## config.mk

```make
export PLATFORM = sky130hd
export DESIGN_NAME = mem_stage
export DESIGN_NICKNAME = d
export VERILOG_FILES = /design/src/rtl/mem_stage.sv
export SDC_FILE = /design/constraint.sdc
export NUM_CORES = 1
export LEC_CHECK = 0
export CAP_MARGIN = 10
export CORE_AREA = 2 2 231 233
export DETAILED_ROUTE_END_ITERATION = 10
export DIE_AREA = 0 0 233 235
export GPL_TIMING_DRIVEN = 0
export MAX_ROUTING_LAYER = met4
export SYNTH_ARGS = -nofsm -noshare
export SYNTH_HDL_FRONTEND = slang
export SYNTH_SLANG_ARGS = --single-unit
```

## constraint.sdc

```tcl
create_clock -name clk -period 2.55 [get_ports clk]
set_clock_uncertainty 0.2 [all_clocks]
set_input_delay 0.6375 -clock clk [delete_from_list [all_inputs] [get_ports clk]]
set_output_delay 0.6375 -clock clk [all_outputs]
set_load 0.05 [all_outputs]
```

## src/rtl/mem_stage.sv

```systemverilog
// Memory-access stage: resolves branches, runs data-memory loads/stores over a req/ack
// handshake with a bounded wait, and registers results into the MEM/WB fields.
module mem_stage #(
  parameter int unsigned TIMEOUT = 16
) (
  input  logic        clk,
  input  logic        reset,
  input  logic [63:0] addsum_in,
  input  logic [63:0] alures_in,
  input  logic        zero_in,
  input  logic [63:0] rd2_in,
  input  logic [4:0]  rd_in,
  input  logic        regwrite_in,
  input  logic        memtoreg_in,
  input  logic        branch_in,
  input  logic        memread_in,
  input  logic        memwrite_in,
  output logic        pcsrc,
  output logic [63:0] branch_target,
  output logic        stall,
  output logic        dm_req,
  output logic        dm_we,
  output logic [63:0] dm_addr,
  output logic [63:0] dm_wdata,
  input  logic [63:0] dm_rdata,
  input  logic        dm_ack,
  output logic [63:0] wb_readdata,
  output logic [63:0] wb_alures,
  output logic [4:0]  wb_rd,
  output logic        wb_regwrite,
  output logic        wb_memtoreg,
  output logic        mem_err
);

  localparam int unsigned CW = $clog2(TIMEOUT + 1);

  typedef enum logic [0:0] {StIdle, StAccess} state_t;

  state_t        state;
  logic [CW-1:0] count;
  logic          memop;
  logic          timeout_hit;

  assign memop         = memread_in | memwrite_in;
  assign timeout_hit   = (state == StAccess) && !dm_ack && (count == CW'(TIMEOUT - 1));
  // Upstream is released on the ack or timeout cycle so the next instruction can enter.
  assign stall         = (state == StIdle) ? memop : (!dm_ack && !timeout_hit);
  assign pcsrc         = branch_in & zero_in & (state == StIdle) & ~memop;
  assign branch_target = addsum_in;

  always_ff @(posedge clk) begin
    if (reset) begin
      state       <= StIdle;
      count       <= '0;
      dm_req      <= 1'b0;
      dm_we       <= 1'b0;
      dm_addr     <= '0;
      dm_wdata    <= '0;
      wb_readdata <= '0;
      wb_alures   <= '0;
      wb_rd       <= '0;
      wb_regwrite <= 1'b0;
      wb_memtoreg <= 1'b0;
      mem_err     <= 1'b0;
    end else begin
      unique case (state)
        StIdle: begin
          if (memop) begin
            dm_req      <= 1'b1;
            dm_we       <= memwrite_in;
            dm_addr     <= alures_in;
            dm_wdata    <= rd2_in;
            count       <= '0;
            wb_regwrite <= 1'b0;
            state       <= StAccess;
          end else begin
            wb_readdata <= '0;
            wb_alures   <= alures_in;
            wb_rd       <= rd_in;
            wb_regwrite <= regwrite_in;
            wb_memtoreg <= memtoreg_in;
          end
        end
        StAccess: begin
          if (dm_ack) begin
            // dm_we already encodes store precedence when both read and write are set.
            wb_readdata <= dm_we ? 64'd0 : dm_rdata;
            wb_alures   <= alures_in;
            wb_rd       <= rd_in;
            wb_regwrite <= regwrite_in;
            wb_memtoreg <= memtoreg_in;
            dm_req      <= 1'b0;
            state       <= StIdle;
          end else if (timeout_hit) begin
            dm_req      <= 1'b0;
            mem_err     <= 1'b1;
            wb_regwrite <= 1'b0;
            state       <= StIdle;
          end else begin
            count       <= count + CW'(1);
            wb_regwrite <= 1'b0;
          end
        end
        default: state <= StIdle;
      endcase
    end
  end

endmodule

```

==> metrics.yaml <==
clock-sinks: 272
cp-startpoint: "count[0]"
tritoncts: "yes"
die_height_microns: 235
pin_count: 602
power_density_mw_per_mm2: 714
yosysSeqAreaShare: 0.532
fmax_ghz: 0.353
grt_pass1_vias: 10900
violations: "setup timing"
rrSetupSlack_ps: 350
wl_microns: 45900
ir_worst_vdd_mv: 0.353
drive_gt1_frac: 0.109
swShare: 0.327
synthCells: 1212
grt_setup_unrepaired: "true"
gr-usage-met1: 0.185
cellLeakagePower_nw: 7.90
finalInstanceArea_sq_mm: 0.0175
drc: 0
postRouteAntennaNets: 0
arrival_ps: 1990
fin_nets: 2064
grt_use_met3: 0.0402
syn_to_final_growth_pct: 70.6
antenna_found_initial: 2
whs_ps: 249
final_common_cell: "clkdlybuf4s50_1"
grt_usage: 0.165
postCtsHoldBufs: 0
yosys.area.top_type_share: 0.532
drv_cap: 0
detail_route.wl_per_cell_microns: 18.3
gr-usage-met2: 0.282
intPower_w: 0.00839
layout_worst_path_cycle_share: 1.11
worst-setup-path-type: "reg -> out"
critPathMaxFanout: 2
p_seq_frac: 0.373
path_clk_slew_ps: 50
regToRegEndpoint: "wb_rd[0]"
placement_rows: 84
status: "finished, violations left"
globalRoute.totalOverflow: 0
cts_made_buffers: 36
setup_viol: 1
hold_viol_final: 0
synth_area_sq_mm: 0.0102
rr_startpoint: "state"
place_ws_ps: -1400
crit_end: "stall"
place_area_sq_mm: 0.0165
synthTopCellsByArea: "dfxtp_1 (53%), a21oi_1 (9.9%), nand2_1 (9.5%)"
drtPass1Iterations: 5
synth_top_area_cell: "dfxtp_1"
yosysWarnings: 0
fin_crit_ps: 2830
switchingPower_w: 0.00408
r2r_cells: 4
vias: 10900
grt_pass1_wl_microns: 66400
dp_hpwl_microns: 35300
die_w_microns: 233
place_congestion: 0.837
start_util: 0.196
viasPerCell: 4.37
worstPathRequired_ps: 1710
setup_slack_ps: -281
syn_area_per_cell_sq_um: 8.45
hold_path.class: "reg -> reg"
drv_slew: 0
port_buffers: 535
cts-root-buf: "clkbuf_16"
power_frac_comb: 0.236
slew-limit-headroom: 0.252
final_cell_mix: "clkdlybuf4s50_1 (272), dfxtp_1 (270), nand2_1 (258)"
cts_buffer_depth: 3
ys_ff_latch: 272
initialDrtViolationCount: 377
tightest_slew_ps: 1120
synth.distinct_cells: 36
crit_path_start_kind: "flop"
grt_start_max_net_pins: 12
core_region_area_sq_mm: 0.0522
gr-max-usage-layer: "met2"
clock_power_share: 0.391
dieArea_sq_mm: 0.0548
fillers: 5490
crit_path_end_kind: "output pin"
clock_latency_ps: 530
syn-num-nets: 1484
htree_levels: 2
-- registers in the layout (all words and copies together) (netlist names) --
name	flops
dm_wdata	64
count	5
wb_rd	5
mem_err	1
wb_regwrite	1
wb_memtoreg	1
dm_req	1
dm_we	1
dm_addr	64
wb_alures	64
wb_readdata	64
state	1
-- power by group through the flow --
| stage | combinational (W) | sequential [W] | clock [W] |
|---|---|---|---|
| 2_1_floorplan | 0.000909 | 0.00564 | 0 |
| 3_3_place_gp | 0.00309 | 0.00474 | 0 |
| 4_1_cts | 0.00298 | 0.00466 | 0.00505 |
| 6_report | 0.00294 | 0.00466 | 0.00488 |
| 5_1_grt | 0.00312 | 0.00469 | 0.00522 |
| 3_5_place_dp | 0.00311 | 0.00475 | 0 |
-- cells by family after synthesis --
kind of cell               share of synthesized area
and+or+nand+nor                                0.166
buffers and inverters                          0.104
AOI/OAI and AO/OA                              0.195
adders and majority gates                    0.00244
muxes                                       0.000977
DFF                                            0.532
-- cell usage after synthesis (all sizes together) --
library cell / number
a21oi: 203
a311oi: 2
a31oi: 3
a32oi: 64
a41oi: 1
and2: 1
and3: 1
and3b: 1
buf: 118
clkbuf: 57
dfxtp: 272
ha: 2
inv: 2
mux2i: 1
nand2: 260
nand2b: 2
nand3: 72
nor2: 69
nor3: 1
nor3b: 1
nor4: 1
nor4b: 1
nor4bb: 1
o21ai: 71
o21ba: 1
o21bai: 1
or2b: 1
or3: 1
or3b: 1
-- cell type report --
type	instances	area [sq um]	share of cell area
Clock inverter	12	133	0.00759
Tap cell	688	861	0.0493
Inverter	2	7.51	0.000430
Antenna cell	2	5.00	0.000286
Clock buffer	46	980	0.0561
Multi-Input combinational cell	763	3790	0.217
Sequential cell	272	5450	0.312
Buffer	174	1060	0.0605
Timing Repair Buffer	543	5190	0.297
-- stage by stage --
stage          TNS [ps]  total power (W)   util  instances
3_3_place_gp    -102120          0.00783  0.315       2435
5_1_grt            -349           0.0130  0.335       2502
6_report           -281           0.0125  0.335       2502
4_1_cts            -347           0.0127  0.333       2501
3_5_place_dp     -75860          0.00786  0.315       2436
2_1_floorplan         0          0.00655      -       1212
-- worst max-delay path, cell delays in order (launching register included) --
cell,delay [ps]
dfxtp_2,340
ha_4,150
and3_4,180
ha_4,160
or3b_4,400
nand2_4,90
buf_12,140
-- worst min-delay path by stage --
stage                            start      endpoint  slack, ps  depth (start not counted)
after floorplan               count[3]      count[3]        240                          1
after global placement     dm_wdata[2]   dm_wdata[2]        240                          2
after detailed placement   dm_wdata[0]   dm_wdata[0]        250                          2
after CTS                  dm_wdata[0]   dm_wdata[0]        250                          2
after global routing       dm_addr[59]   dm_addr[59]        270                          2
final                     dm_wdata[16]  dm_wdata[16]        250                          2
-- per-layer routing --
| metal | wire length (microns) | part of all wire |
|---|---|---|
| met2 | 22600 | 0.49 |
| met3 | 3430 | 0.075 |
| met1 | 18400 | 0.40 |
| met4 | 1390 | 0.030 |
| met5 | 0 | 0 |
-- what timing repair did --
item	CTS	global route
buffers inserted	7	0
gates cloned	0	0
pin swaps	5	1
gates resized for setup	264	27
endpoints found under the setup margin	240	27
Note: power is estimated with default switching activity, not from simulation.
